### config.mk
export PLATFORM = sky130hd
export DESIGN_NAME = fifo_n_flat
export DESIGN_NICKNAME = d
export VERILOG_FILES = /design/src/rtl/fifo_n_if.sv /design/src/rtl/fifo_n.sv /design/src/flat_wrapper.sv
export SDC_FILE = /design/constraint.sdc
export NUM_CORES = 1
export LEC_CHECK = 0
export BUFFER_PORTS_ARGS = -buffer_cell sky130_fd_sc_hd__buf_2
export CAP_MARGIN = 5
export CORE_MARGIN = 1.5
export CORE_UTILIZATION = 55
export DETAILED_ROUTE_END_ITERATION = 16
export GPL_TIMING_DRIVEN = 0
export PLACE_DENSITY = 0.78
export SYNTH_ARGS = -nofsm -noshare
export SYNTH_HDL_FRONTEND = slang
export SYNTH_SLANG_ARGS = --single-unit
export TNS_END_PERCENT = 30
### constraint.sdc
create_clock -name CLK -period 5.2 [get_ports CLK]
set_clock_uncertainty 0.1 [all_clocks]
set_input_delay 0.26 -clock CLK [delete_from_list [all_inputs] [get_ports CLK]]
set_output_delay 0.26 -clock CLK [all_outputs]
set_load 0.02 [all_outputs]
### src/rtl/fifo_n_if.sv
// Producer/consumer bus for fifo_n. The FIFO takes the slave modport; the
// stage driving requests and consuming data takes the master modport.
//
// Handshake: write_en and read_en are requests. A write is accepted when
// write_en && write_rdy, and a read when read_en && read_rdy, both at the
// rising clock edge. write_rdy/read_rdy depend only on registered state, so a
// requester may hold en high while rdy is low without creating a combinational
// loop. read_data is valid whenever read_rdy is high.
interface fifo_n_if #(
  parameter int WIDTH = 8,
  parameter int DEPTH = 4
);
  localparam int CW = $clog2(DEPTH) + 1;

  logic             write_en;
  logic [WIDTH-1:0] write_data;
  logic             write_rdy;
  logic             read_en;
  logic [WIDTH-1:0] read_data;
  logic             read_rdy;
  logic [CW-1:0]    count;
  logic             almost_full;
  logic             almost_empty;
  logic             err_clr;
  logic             overflow;
  logic             underflow;

  modport master (
    output write_en, write_data, read_en, err_clr,
    input  write_rdy, read_data, read_rdy, count,
           almost_full, almost_empty, overflow, underflow
  );

  modport slave (
    input  write_en, write_data, read_en, err_clr,
    output write_rdy, read_data, read_rdy, count,
           almost_full, almost_empty, overflow, underflow
  );
endinterface

### src/rtl/fifo_n.sv
// Parametrised first-word-fall-through synchronous FIFO with occupancy count
// and almost-full/almost-empty flags. Define FIFO_N_ERR_FLAGS_EN to build the
// sticky overflow/underflow flags; otherwise they are tied low.
module fifo_n #(
  parameter int WIDTH    = 8,
  parameter int DEPTH    = 4,
  parameter int AF_LEVEL = DEPTH - 1,
  parameter int AE_LEVEL = 1
) (
  input  logic      CLK,
  input  logic      RST_N,
  fifo_n_if.slave   bus
);
  localparam int AW = $clog2(DEPTH);
  localparam int CW = AW + 1;
  localparam logic [CW-1:0] FULL_CNT = CW'(DEPTH);
  localparam logic [CW-1:0] AF_CNT   = CW'(AF_LEVEL);
  localparam logic [CW-1:0] AE_CNT   = CW'(AE_LEVEL);

  logic [WIDTH-1:0] mem_q [DEPTH];
  logic [AW-1:0]    wr_ptr_q, wr_ptr_d;
  logic [AW-1:0]    rd_ptr_q, rd_ptr_d;
  logic [CW-1:0]    count_q,  count_d;
  logic             write_rdy, read_rdy;
  logic             wr_acc, rd_acc;

  // Ready flags come from registered count only, never from the requests.
  assign write_rdy = (count_q != FULL_CNT);
  assign read_rdy  = (count_q != '0);
  assign wr_acc    = bus.write_en && write_rdy;
  assign rd_acc    = bus.read_en  && read_rdy;

  always_comb begin
    wr_ptr_d = wr_ptr_q;
    rd_ptr_d = rd_ptr_q;
    count_d  = count_q;
    if (wr_acc) wr_ptr_d = wr_ptr_q + AW'(1);
    if (rd_acc) rd_ptr_d = rd_ptr_q + AW'(1);
    case ({wr_acc, rd_acc})
      2'b10:   count_d = count_q + CW'(1);
      2'b01:   count_d = count_q - CW'(1);
      default: count_d = count_q;
    endcase
  end

  always_ff @(posedge CLK or negedge RST_N) begin
    if (!RST_N) begin
      wr_ptr_q <= '0;
      rd_ptr_q <= '0;
      count_q  <= '0;
      for (int i = 0; i < DEPTH; i++) mem_q[i] <= '0;
    end else begin
      wr_ptr_q <= wr_ptr_d;
      rd_ptr_q <= rd_ptr_d;
      count_q  <= count_d;
      if (wr_acc) mem_q[wr_ptr_q] <= bus.write_data;
    end
  end

  assign bus.write_rdy    = write_rdy;
  assign bus.read_rdy     = read_rdy;
  assign bus.read_data    = mem_q[rd_ptr_q];
  assign bus.count        = count_q;
  assign bus.almost_full  = (count_q >= AF_CNT);
  assign bus.almost_empty = (count_q <= AE_CNT);

`ifdef FIFO_N_ERR_FLAGS_EN
  logic overflow_q,  overflow_d;
  logic underflow_q, underflow_d;

  // A new error in the same cycle as err_clr must survive the clear.
  always_comb begin
    overflow_d  = overflow_q;
    underflow_d = underflow_q;
    if (bus.err_clr) begin
      overflow_d  = 1'b0;
      underflow_d = 1'b0;
    end
    if (bus.write_en && !write_rdy) overflow_d  = 1'b1;
    if (bus.read_en  && !read_rdy)  underflow_d = 1'b1;
  end

  always_ff @(posedge CLK or negedge RST_N) begin
    if (!RST_N) begin
      overflow_q  <= 1'b0;
      underflow_q <= 1'b0;
    end else begin
      overflow_q  <= overflow_d;
      underflow_q <= underflow_d;
    end
  end

  assign bus.overflow  = overflow_q;
  assign bus.underflow = underflow_q;
`else
  logic unused_err_clr;
  assign unused_err_clr = bus.err_clr;
  assign bus.overflow   = 1'b0;
  assign bus.underflow  = 1'b0;
`endif
endmodule

### src/flat_wrapper.sv
// flat-port wrapper written by rule: the top's interface ports become plain ports
module fifo_n_flat 
#(
  parameter int WIDTH    = 8,
  parameter int DEPTH    = 4,
  parameter int AF_LEVEL = DEPTH - 1,
  parameter int AE_LEVEL = 1
)
  (CLK, RST_N, bus_write_en, bus_write_data, bus_read_en, bus_err_clr, bus_write_rdy, bus_read_data, bus_read_rdy, bus_count, bus_almost_full, bus_almost_empty, bus_overflow, bus_underflow);
  fifo_n_if #(.WIDTH(WIDTH), .DEPTH(DEPTH)) bus_i ();
  input  logic CLK;
  input  logic RST_N;
  input wire logic [$bits(bus_i.write_en)-1:0] bus_write_en;
  input wire logic [$bits(bus_i.write_data)-1:0] bus_write_data;
  input wire logic [$bits(bus_i.read_en)-1:0] bus_read_en;
  input wire logic [$bits(bus_i.err_clr)-1:0] bus_err_clr;
  output wire logic [$bits(bus_i.write_rdy)-1:0] bus_write_rdy;
  output wire logic [$bits(bus_i.read_data)-1:0] bus_read_data;
  output wire logic [$bits(bus_i.read_rdy)-1:0] bus_read_rdy;
  output wire logic [$bits(bus_i.count)-1:0] bus_count;
  output wire logic [$bits(bus_i.almost_full)-1:0] bus_almost_full;
  output wire logic [$bits(bus_i.almost_empty)-1:0] bus_almost_empty;
  output wire logic [$bits(bus_i.overflow)-1:0] bus_overflow;
  output wire logic [$bits(bus_i.underflow)-1:0] bus_underflow;
  assign bus_i.write_en = bus_write_en;
  assign bus_i.write_data = bus_write_data;
  assign bus_i.read_en = bus_read_en;
  assign bus_i.err_clr = bus_err_clr;
  assign bus_write_rdy = bus_i.write_rdy;
  assign bus_read_data = bus_i.read_data;
  assign bus_read_rdy = bus_i.read_rdy;
  assign bus_count = bus_i.count;
  assign bus_almost_full = bus_i.almost_full;
  assign bus_almost_empty = bus_i.almost_empty;
  assign bus_overflow = bus_i.overflow;
  assign bus_underflow = bus_i.underflow;
  fifo_n #(.WIDTH(WIDTH), .DEPTH(DEPTH), .AF_LEVEL(AF_LEVEL), .AE_LEVEL(AE_LEVEL)) u_core (.CLK(CLK), .RST_N(RST_N), .bus(bus_i));
endmodule
Yosys cells after proc, flatten, opt, wreduce, memory -nomap -nowiden
Index checks and enable logic that the tools add are counted.
{"block": "totals", "ff_bits": 39, "out_inout_bits": 17, "in_bits": 13, "elab_cells": 33}
{"block": "op_classes", "mux": 7, "n_reduce_logical": 5, "n_bitwise": 2, "n_addsub": 4, "n_eq_ne": 3, "n_lt_le_gt_ge": 5}
{"op": "$bwmux 32", "n": 1}
{"op": "$mux 8", "n": 3}
{"op": "$bmux 8 s2", "n": 1}
{"op": "$demux 8 s2", "n": 1}
{"op": "$ge 3x3->1 const B", "n": 2}
{"op": "$not 2->3", "n": 2}
{"op": "$pmux 3 s2", "n": 1}
{"op": "$add 2x1->2 const B", "n": 2}
{"op": "$add 3x1->3 const B", "n": 1}
{"op": "$ge 3x2->1 const B", "n": 1}
{"op": "$le 3x1->1 const B", "n": 1}
{"op": "$logic_and 1x1->1", "n": 3}
{"op": "$lt 3x1->1 const B", "n": 1}
{"op": "$ne 3x3->1 const B", "n": 1}
{"op": "$reduce_bool 3->1", "n": 1}
{"op": "$sub 3x1->3 const B", "n": 1}
{"op": "$eq 2x1->1 const B", "n": 1}
{"op": "$eq 2x2->1 const B", "n": 1}
{"op": "$reduce_bool 2->1", "n": 1}

Depth between registers and ports, before layout
Gate-level depths: netlist (run 1).
{"block": "logic_depth", "word_depth": 6, "depth_mapped": 8}

Worst setup path after synthesis (run 1)
OpenSTA, ideal clock, no wires.
{"block": "synth_timing", "path_kind": "reg2reg", "startpoint": "reg u_core.count_q[0] (netlist: u_core.bus.count[0])", "endpoint": "reg u_core.count_q[2] (netlist: u_core.bus.count[2])", "n_path_buf": 0, "setup_ps": 127, "path_slack_ps": 3160, "t_arrival_ps": 1813, "stages_incl_launch_ff": 8, "period_less_slack_ps": 2040, "path_cell_list": "dfrtp_1 inv_1 ha_1 nand2b_1 and2_1 ha_1 a21oi_1 o22ai_1"}
{"block": "synth_between", "elab_chain_cells": 4, "elab_cells_between_ends": 10, "classes_between": "add/sub: 2; eq/ne: 3; mux: 1; reduce/logical: 4"}
{"element": "start: declaration", "line": "fifo_n.sv:23", "rtl": "logic [CW-1:0] count_q, count_d;"}
{"element": "start signal: assignment", "line": "fifo_n.sv:55", "rtl": "count_q <= count_d;"}
{"element": "$reduce_bool 3->1 *", "line": "fifo_n.sv:29", "rtl": "assign read_rdy = (count_q != '0);"}
{"element": "named net bus_read_rdy", "line": "flat_wrapper.sv:19", "rtl": "output wire logic [$bits(bus_i.read_rdy)-1:0] bus_read_rdy;"}
{"element": "$logic_and 1x1->1 *", "line": "fifo_n.sv:31", "rtl": "assign rd_acc = bus.read_en && read_rdy;"}
{"element": "named net u_core.rd_acc", "line": "fifo_n.sv:25", "rtl": "logic wr_acc, rd_acc;"}
{"element": "$eq 2x1->1 or $eq 2x2->1 (tied branches)", "line": "fifo_n.sv:39", "rtl": "case ({wr_acc, rd_acc})"}
{"element": "$pmux 3 s2 or $reduce_bool 2->1 (tied branches)"}
The timed path passes the listed nets; every way through them passes the cells marked *.
A chain may end at the register's enable or synchronous reset.

Worst setup path in the final report (run 1)
{"block": "layout_timing", "startpoint": "reg u_core.rd_ptr_q[1]", "endpoint": "out bus_read_data[7]"}
{"block": "layout_between", "elab_chain_cells": 4}
{"element": "start: declaration", "line": "fifo_n.sv:22", "rtl": "logic [AW-1:0] rd_ptr_q, rd_ptr_d;"}
{"element": "start signal: assignment", "line": "fifo_n.sv:54", "rtl": "rd_ptr_q <= rd_ptr_d;"}
{"element": "$not 2->3 (implied by the code)", "line": "fifo_n.sv:62", "rtl": "assign bus.read_data = mem_q[rd_ptr_q];"}
{"element": "$bmux 8 s2", "line": "fifo_n.sv:62"}
{"element": "$mux 8 (implied by the code) (2 in a row)", "line": "fifo_n.sv:62"}
{"element": "end: declaration", "line": "flat_wrapper.sv:18", "rtl": "output wire logic [$bits(bus_i.read_data)-1:0] bus_read_data;"}
Every way passes these cells. The select of a mux whose other input is x is not followed.

==> impl_metrics.json, run 1 <==
{
  "synth.distinct_cells": 23,
  "outcome": "finished clean",
  "grt.overflow.total": 0,
  "worstSetupStartpointType": "register",
  "ys_ff_latch": 39,
  "post-route-period-util_pct": 40.5,
  "cts_tree": "done",
  "path_max_fanout": 9,
  "vias_per_cell": 5.20,
  "timing.setup.tns_ns": 0,
  "powerDensity_mw_per_mm2": 692,
  "place_area_mm2": 0.00205,
  "crit_required_ns": 4.84,
  "synth.area.top_cells": "dfrtp_1, mux2_2, mux4_2, ha_1, xnor2_1",
  "cts.sinks": 39,
  "finalHoldViolations": 0,
  "diodes": 0,
  "clk_pin_slew_ns": 0.11,
  "io_buffers": 26,
  "htreeDepth": 2,
  "drc": 0,
  "crit_path_max_incr_delay_ns": 0.46,
  "fmax_mhz": 475,
  "crit_type": "reg2out",
  "cap_violations": 0,
  "final_util_pct": 68.6,
  "yosys.area.top_type_share_pct": 52.5,
  "max-clock-path-buffers": 2,
  "hold_path_class": "in2reg",
  "drive_above_1_share_pct": 49.1,
  "wl_per_cell_um": 15.1,
  "cts_root_buffer": "clkbuf_4",
  "ctsResizeCount": 0,
  "vias": 1077,
  "multi_input_area_um2": 838,
  "grt_max_degree": 40,
  "syn_inst": 127,
  "place.gp.congestion": 0.744,
  "synth.avg_cell_area_um2": 14.6,
  "layout_min_cycle_time_ns": 2.11,
  "ys_warn_count": 0,
  "grt_util_all_layers_pct": 19.2,
  "rsz0062_at_grt": "false",
  "drtIter0Drc": 37,
  "wl_um": 3120,
  "numCtsBuffers": 5,
  "ioPinCount": 30,
  "arrival_ns": 1.75,
  "end_kind": "output port",
  "syn_area_mm2": 0.00186,
  "p_leak_nw": 0.994,
  "grt_pass1_wl_um": 4920,
  "coreArea_mm2": 0.00313,
  "seq_area_frac_synth_pct": 52.5,
  "slowest_stage": "clkbuf_1",
  "ant_nets": 0,
  "start_util_pct": 59.5,
  "die_h_um": 61.2,
  "place_hpwl_um": 2250,
  "setup_viol": 0,
  "fin_nets": 185,
  "clock_latency_ns": 0.35,
  "tightest_slew_ns": 0.822,
  "area_growth_pct": 15.3,
  "seq_area_um2": 976,
  "fp.dieArea_mm2": 0.00374,
  "crit_chain": "clkbuf_1 -> mux4_2 -> buf_2",
  "antenna_found_initial": 0,
  "n_fill_cell": 238,
  "slew_headroom_pct": 45.2,
  "die_w_um": 61.2,
  "finalHoldWorstSlack_ns": 0.0676,
  "rows": 20,
  "ir_drop_mv": 0.328,
  "yosysTopAreaCell": "dfrtp_1",
  "finalInstanceArea_mm2": 0.00215,
  "finalMaxSlewViolations": 0,
  "firstDrtPassIters": 2,
  "grt_pass1_vias": 1121
}
[cell usage after synthesis]
cell       n
mux2_1     2
nand2b_1   1
clkbuf_1   1
o22ai_1    1
xor2_1     1
a21boi_4   1
and2_1     1
mux4_2     8
dfrtp_1   39
buf_2      1
nand2_1    3
buf_4      2
nand2_2    4
mux2_2    30
o21ai_0    3
a21oi_1    2
nor2_1     3
inv_1      7
a31oi_1    1
conb_1     1
nand3_1    1
ha_1      10
xnor2_1    4
[critical path, delay by kind of cell (launching register included)]
| kind | cells | cell delay [ns] |
|---|---|---|
| DFF | 1 | 0.35 |
| muxes | 1 | 0.41 |
| buffers and inverters | 2 | 0.64 |
[registers in the layout (all words and copies together) (netlist names)]
| signal | count |
|---|---|
| u_core.bus.count | 3 |
| u_core.wr_ptr_q | 2 |
| u_core.mem_q | 32 |
| u_core.rd_ptr_q | 2 |
[worst paths after layout]
kind	startpoint	cells past startpoint	end	slack [ns]
max	u_core.rd_ptr_q[1]	3	bus_read_data[7]	3.09
min	bus_write_data[1]	2	u_core.mem_q[17]	0.07
min in group asynchronous	RST_N	2	u_core.mem_q[26]	0.43
min reg2reg	u_core.mem_q[17]	1	u_core.mem_q[17]	0.40
max reg2reg	u_core.bus.count[0]	7	u_core.bus.count[2]	3.24
max in group asynchronous	RST_N	2	u_core.mem_q[7]	4.05
[metrics by stage]
| stage | total power, mW | setup WS (ns) | instances |
|---|---|---|---|
| final | 1.49 | 3.09 | 207 |
| after global routing | 1.59 | 3.02 | 207 |
| after CTS | 1.50 | 3.07 | 207 |
| after detailed placement | 1.29 | 3.23 | 198 |
| after global placement | 1.25 | 3.27 | 198 |
| after floorplan | 1.10 | 3.16 | 128 |
[layout make-up]
cell class	instances	share of cell area, %
plain buffers	4	1.11
clock buffers	6	2.39
clock inverters	2	1.63
inverters	7	1.22
multi-input cells	78	39.1
flip-flops and latches	39	45.5
well taps	44	2.57
repair buffers	27	6.53
[placed cells by master (no fill, tap or decap), drive strengths merged, types with 2 or more instances in the layout]
cell type   n
a21oi       2
buf        29
clkbuf      7
conb        2
dfrtp      39
ha         10
inv         7
mux2       32
mux4        8
nand2       7
nor2        3
o21ai       3
xnor2       4
[kinds of logic after synthesis]
kind of cell	Yosys count	synth area share [%]
AND/OR/NAND/NOR	13	3.50
multiplexers	40	29.1
XOR/XNOR	5	2.35
adder cells (fa/ha/maj)	10	6.72
buffers and inverters	11	2.69
other	1	0.202
AO/OA/AOI/OAI	8	3.03
flip-flops	39	52.5
[repair_timing]
| action | CTS | global route |
|---|---|---|
| buffers inserted | 0 | 0 |
| setup endpoints to repair | 0 | 0 |
| endpoints found under the hold margin | 39 | 0 |
| hold buffers | 1 | 0 |
[power breakdown]
| group | internal, mW | switching, mW | leakage [nW] |
|---|---|---|---|
| clock | 0.114 | 0.0942 | 0.0482 |
| combinational | 0.362 | 0.370 | 0.483 |
| sequential | 0.460 | 0.0867 | 0.463 |
| total | 0.935 | 0.551 | 0.994 |
[metal layers]
metal	share of wire, %	global-route usage (%)
met1	40	20.1
met2	53	35.0
met4	1.7	8.70
met5	0	0
met3	5.0	6.09
No activity file was read; power rests on OpenSTA's default activity.
==> inputs of run 2 (changes only) <==
ABC_AREA = 1   (was not set)
CORE_UTILIZATION = 50   (was 55)
PLACE_DENSITY = 0.74   (was 0.78)
clock period = 1.9 ns   (was 5.2 ns; I/O delays follow)
==> run 2 against run 1 <==
  * Register-to-register slack worse by 3.1 ns
  * Sequential share of layout area is 3.6 points lower
  * Count of clock-buffer cells in the layout stayed put
  * Clock power grew to 2.7 times the previous value
  * First-iteration DRC count is 150% higher
  * Synthesized area is 6.9% higher
  * Sequential power grew to 2.7 times the previous value
  * Combinational power grew to 2.9 times the previous value
  * Setup slack worse by 3.0 ns
  * Die area is 17% higher
  * Final cell count is 59% higher
  * Synthesized cell count is 91% higher
  * Critical path type unchanged
  * Largest cell class unchanged
==> impl_metrics.json, run 2 <==
{
  "outcome": "finished clean",
  "synth-async-reset-ratio_pct": 100,
  "vias": 1616,
  "max-clock-path-buffers": 2,
  "die_w_um": 66.1,
  "layout_commonest_cell": "nand2_1",
  "hold_path_class": "in2reg",
  "seq_area_frac_synth_pct": 49.1,
  "ys_warn_count": 0,
  "yosysTopAreaCell": "dfrtp_1",
  "drive_above_1_share_pct": 17.7,
  "io_buffers": 26,
  "syn_area_mm2": 0.00199,
  "start_util_pct": 53.1,
  "synthFlopType": "dfrtp_1",
  "slew_headroom_pct": 42.6,
  "cap_violations": 0,
  "place.gp.congestion": 0.850,
  "synth.distinct_cells": 19,
  "hold_path_end": "u_core.mem_q[5]",
  "synth.area.top_cells": "dfrtp_1, nand2_1, o21ai_0, inv_1, ha_1",
  "rsz0062_at_grt": "false",
  "ys_ff_latch": 39,
  "synth_commonest_cells": "nand2_1, dfrtp_1, o21ai_0, inv_1, ha_1",
  "tightest_slew_ns": 0.860,
  "hp-start": "bus_write_data[5]",
  "synth.avg_cell_area_um2": 8.18,
  "largest_register": "u_core.mem_q",
  "coreArea_mm2": 0.00374,
  "r2r_cells": 11,
  "place_area_mm2": 0.00219,
  "fmax_mhz": 557,
  "htreeDepth": 2,
  "finalHoldViolations": 0,
  "worstSetupStartpointType": "register",
  "end_kind": "output port",
  "timing.setup.tns_ns": 0,
  "yosys.area.top_type_share_pct": 49.1,
  "numCtsBuffers": 5,
  "crit_type": "reg2out",
  "grt_pass1_vias": 1580,
  "powerDensity_mw_per_mm2": 1750,
  "fp.dieArea_mm2": 0.00436,
  "firstDrtPassIters": 4,
  "cts_root_buffer": "clkbuf_8",
  "wl_per_cell_um": 12.8,
  "setup_viol": 0,
  "cts_tree": "done",
  "crit_required_ns": 1.70,
  "clk_pin_slew_ns": 0.07,
  "rows": 22,
  "arrival_ns": 1.60,
  "grt.overflow.total": 0,
  "ir_drop_mv": 0.833,
  "place_hpwl_um": 2880,
  "vias_per_cell": 4.90,
  "p_leak_nw": 1.26,
  "finalInstanceArea_mm2": 0.00234,
  "die_h_um": 66.1,
  "drtIter0Drc": 91,
  "area_growth_pct": 17.5,
  "wl_um": 4230,
  "r2r-end": "u_core.bus.count[2]",
  "largest_register_ffs": 32,
  "grt_pass1_wl_um": 7320,
  "cts.sinks": 39,
  "grt_util_all_layers_pct": 22.9,
  "finalMaxSlewViolations": 0,
  "post-route-period-util_pct": 94.5,
  "fin_nets": 304,
  "layout_min_cycle_time_ns": 1.80,
  "synth_most_common_cell": "nand2_1",
  "antenna_found_initial": 0,
  "ioPinCount": 30,
  "crit_start": "u_core.rd_ptr_q[0]",
  "clock_latency_ns": 0.29,
  "drc": 0,
  "path_max_fanout": 10,
  "final_cell_mix": "nand2_1, dfrtp_1, o21ai_0",
  "worst_hold_path.num_cells": 3,
  "syn_inst": 243,
  "grt_max_degree": 40,
  "ant_nets": 0,
  "crit-reg2reg-launch": "u_core.bus.count[0]",
  "ff2ff_setup_slack_ns": 0.12,
  "synth_edf_count": 0,
  "diodes": 0
}
==> run 2: power breakdown <==
group	internal, mW	switching (mW)
clock network	0.256	0.296
registers	1.22	0.227
logic	0.764	1.33
total	2.24	1.85
==> run 2: area by class of cell <==
class,instances,area [µm²]
sequential,39,977
inverter,36,138
clock inverter,2,12.5
clock buffer,6,72.6
multi-input combinational,159,820
timing repair buffer,30,170
fill,337,1410
buffer,10,86.3
tap,48,60.1
==> run 2: worst max-delay path by stage <==
stage               slack [ns]             endpoint  cells past startpoint
finish                    0.10     bus_read_data[5]                      6
detailed placement        0.02  u_core.bus.count[2]                     11
CTS                      0.004  u_core.bus.count[2]                     11
floorplan                0.006  u_core.bus.count[2]                     11
global placement          0.06  u_core.bus.count[2]                     11
global route             0.003  u_core.bus.count[2]                     11
==> run 2: cells by family after synthesis <==
| group | synth area share (%) |
|---|---|
| buffers and inverters | 10.8 |
| adders and majority gates | 6.29 |
| xor gates and xnor gates | 1.76 |
| other | 0.189 |
| AOI/OAI and AO/OA | 13.8 |
| and+or+nand+nor | 18.1 |
| DFF | 49.1 |
==> run 2: through the flow <==
step	std cells	hold slack (ns)	total power [mW]	util (%)	setup slack, ns
after floorplan	244	-0.301	2.90	-	0.00645
after global placement	318	0.153	3.43	58.4	0.0555
after detailed placement	318	0.149	3.50	58.4	0.0184
after CTS	330	0.00375	4.06	61.7	0.00441
after global routing	330	0.0136	4.51	62.4	0.00291
final	330	0.00557	4.09	62.4	0.104
==> run 2: critical path: stages (launching register included) <==
cell and delay [ns]:
dfrtp_1 0.36, clkbuf_4 0.21, clkbuf_4 0.21, o21ai_0 0.18
nand2_1 0.07, nand2_1 0.11, buf_2 0.17
==> run 2: what timing repair did <==
item | 4_1_cts | 5_1_grt
hold buffers | 4 | 0
resized for setup | 0 | 10
setup endpoints to repair | 0 | 13
hold endpoints to repair | 44 | 0
setup buffers | 0 | 0
==> run 2: routing by layer <==
metal  vias up  routed length, µm  global-route usage, %
li1        827                  -                      -
met1       740               1950                   31.2
met2        44               1970                   35.7
met3         5                242                   6.13
met4         0                 63                   7.40
met5         -                  0                      0
==> inputs of run 3 (changes only) <==
GPL_TIMING_DRIVEN = 1   (was 0)
==> run 3 against run 2 <==
  * Clock power increased by 2%
  * Via count shrank 1.1%
  * Total power increased by 0.21%
  * Count of clock-buffer cells in the layout up 1
  * Worst hold slack improved by 0.0054 ns
  * Non-clock buffer count fell by 1
==> impl_metrics.json, run 3 (synthesis gave the netlist of run 2 again) <==
{
  "outcome": "finished clean",
  "setup_slack_ns": 0.135,
  "htreeDepth": 2,
  "finalMaxSlewViolations": 0,
  "largest_register_ffs": 32,
  "pre_cts_slack_ns": 0.0360,
  "max-clock-path-buffers": 2,
  "arrival_ns": 1.57,
  "antenna_found_initial": 0,
  "grt.overflow.total": 0,
  "setup_viol": 0,
  "place.gp.congestion": 0.763,
  "cts_root_buffer": "clkbuf_8",
  "fp.dieArea_mm2": 0.00436,
  "finalHoldViolations": 0,
  "end_kind": "output port",
  "post-route-period-util_pct": 92.9,
  "ioPinCount": 30,
  "crit_required_ns": 1.70,
  "io_buffers": 26,
  "die_w_um": 66.1,
  "cts_tree": "done",
  "hold_path_class": "in2reg",
  "fin_nets": 303,
  "drive_above_1_share_pct": 18.1,
  "diodes": 0,
  "ant_nets": 0,
  "vias_per_cell": 4.86,
  "rows": 22,
  "fmax_mhz": 567,
  "drtIter0Drc": 129,
  "grt_max_degree": 22,
  "layout_min_cycle_time_ns": 1.77,
  "layout_commonest_cell": "nand2_1",
  "area_growth_pct": 16.6,
  "wl_um": 4080,
  "clk_pin_slew_ns": 0.07,
  "worstSetupStartpointType": "register",
  "p_int_mw": 2.28,
  "path_max_fanout": 4,
  "final_cell_mix": "nand2_1, o21ai_0, dfrtp_1",
  "p_leak_nw": 1.26,
  "crit_type": "reg2out",
  "start_util_pct": 53.1,
  "power_frac_comb_pct": 50.3,
  "p_sw_mw": 1.82,
  "coreArea_mm2": 0.00374,
  "cts.sinks": 39,
  "numCtsBuffers": 5,
  "grt_pass1_wl_um": 7110,
  "power_switching_share_pct": 44.4,
  "firstDrtPassIters": 7,
  "largest_register": "u_core.mem_q",
  "grt_pass1_vias": 1558,
  "powerDensity_mw_per_mm2": 1770,
  "place_hpwl_um": 2810,
  "pwr-share-seq_pct": 36.1,
  "wl_per_cell_um": 12.4,
  "cap_violations": 0,
  "rsz0062_at_grt": "true",
  "drc": 0,
  "final_util_pct": 61.9,
  "die_h_um": 66.1,
  "clock_latency_ns": 0.29,
  "ir_drop_mv": 0.959,
  "vias": 1599,
  "p_clk_share_pct": 13.7,
  "grt_util_all_layers_pct": 21.9
}
==> run 3: cell type report <==
| type | instances | area [µm²] |
|---|---|---|
| fillers | 332 | 1430 |
| repair buffers | 39 | 235 |
| inverters | 36 | 135 |
| clock inverters | 1 | 5.00 |
| well taps | 48 | 60.1 |
| clock buffers | 7 | 86.3 |
| multi-input cells | 159 | 820 |
| flip-flops and latches | 39 | 977 |
==> run 3: critical path, cell delays in order (launching register included) <==
cell,delay (ns)
dfrtp_2,0.41
buf_4,0.15
ha_1,0.20
ha_1,0.17
nor2_1,0.09
o21ai_0,0.09
buf_2,0.17
==> run 3: stage by stage <==
step	setup TNS, ns	std cells	cell area [µm²]	total power [mW]	hold slack, ns
after CTS	0	327	2290	4.06	0.00497
after floorplan	0	244	2000	2.90	-0.301
after detailed placement	0	316	2170	3.48	-0.0392
after global placement	0	316	2170	3.39	-0.0402
final	0	329	2320	4.10	0.0110
after global routing	-0.00136	329	2320	4.53	0.0311
==> run 3: repair_timing <==
action / in CTS / in global routing
hold endpoints to repair: 20 / 0
setup buffers: 0 / 2
endpoints found under the setup margin: 0 / 3
hold buffers: 3 / 0
gates resized for setup: 0 / 4
==> run 3: path summary, 6_finish.rpt <==
kind                       cells after the start                  end                start  slack (ns)
max                                            6      bus_almost_full  u_core.bus.count[0]        0.13
min                                            3     u_core.mem_q[18]    bus_write_data[2]        0.01
max reg2reg                                   11  u_core.bus.count[2]  u_core.bus.count[1]        0.14
min reg2reg                                    2     u_core.mem_q[24]     u_core.mem_q[24]        0.39
max in group asynchronous                      3      u_core.mem_q[7]                RST_N        0.89
min in group asynchronous                      2   u_core.wr_ptr_q[0]                RST_N        0.17
==> run 3: power groups by stage <==
| stage | logic [mW] | registers, mW | clock network [mW] |
|---|---|---|---|
| 2_1_floorplan | 1.45 | 1.45 | 0 |
| 3_3_place_gp | 1.93 | 1.46 | 0 |
| 3_5_place_dp | 2.00 | 1.48 | 0 |
| 4_1_cts | 2.02 | 1.47 | 0.574 |
| 5_1_grt | 2.38 | 1.53 | 0.617 |
| 6_report | 2.06 | 1.48 | 0.561 |
==> run 3: metal layers <==
layer | GRT usage, % | wire (µm) | up-vias
met5 | 0 | 0 | -
met4 | 5.61 | 41 | 0
met3 | 5.45 | 129 | 4
met2 | 34.7 | 1930 | 24
met1 | 30.3 | 1980 | 742
li1 | - | - | 829
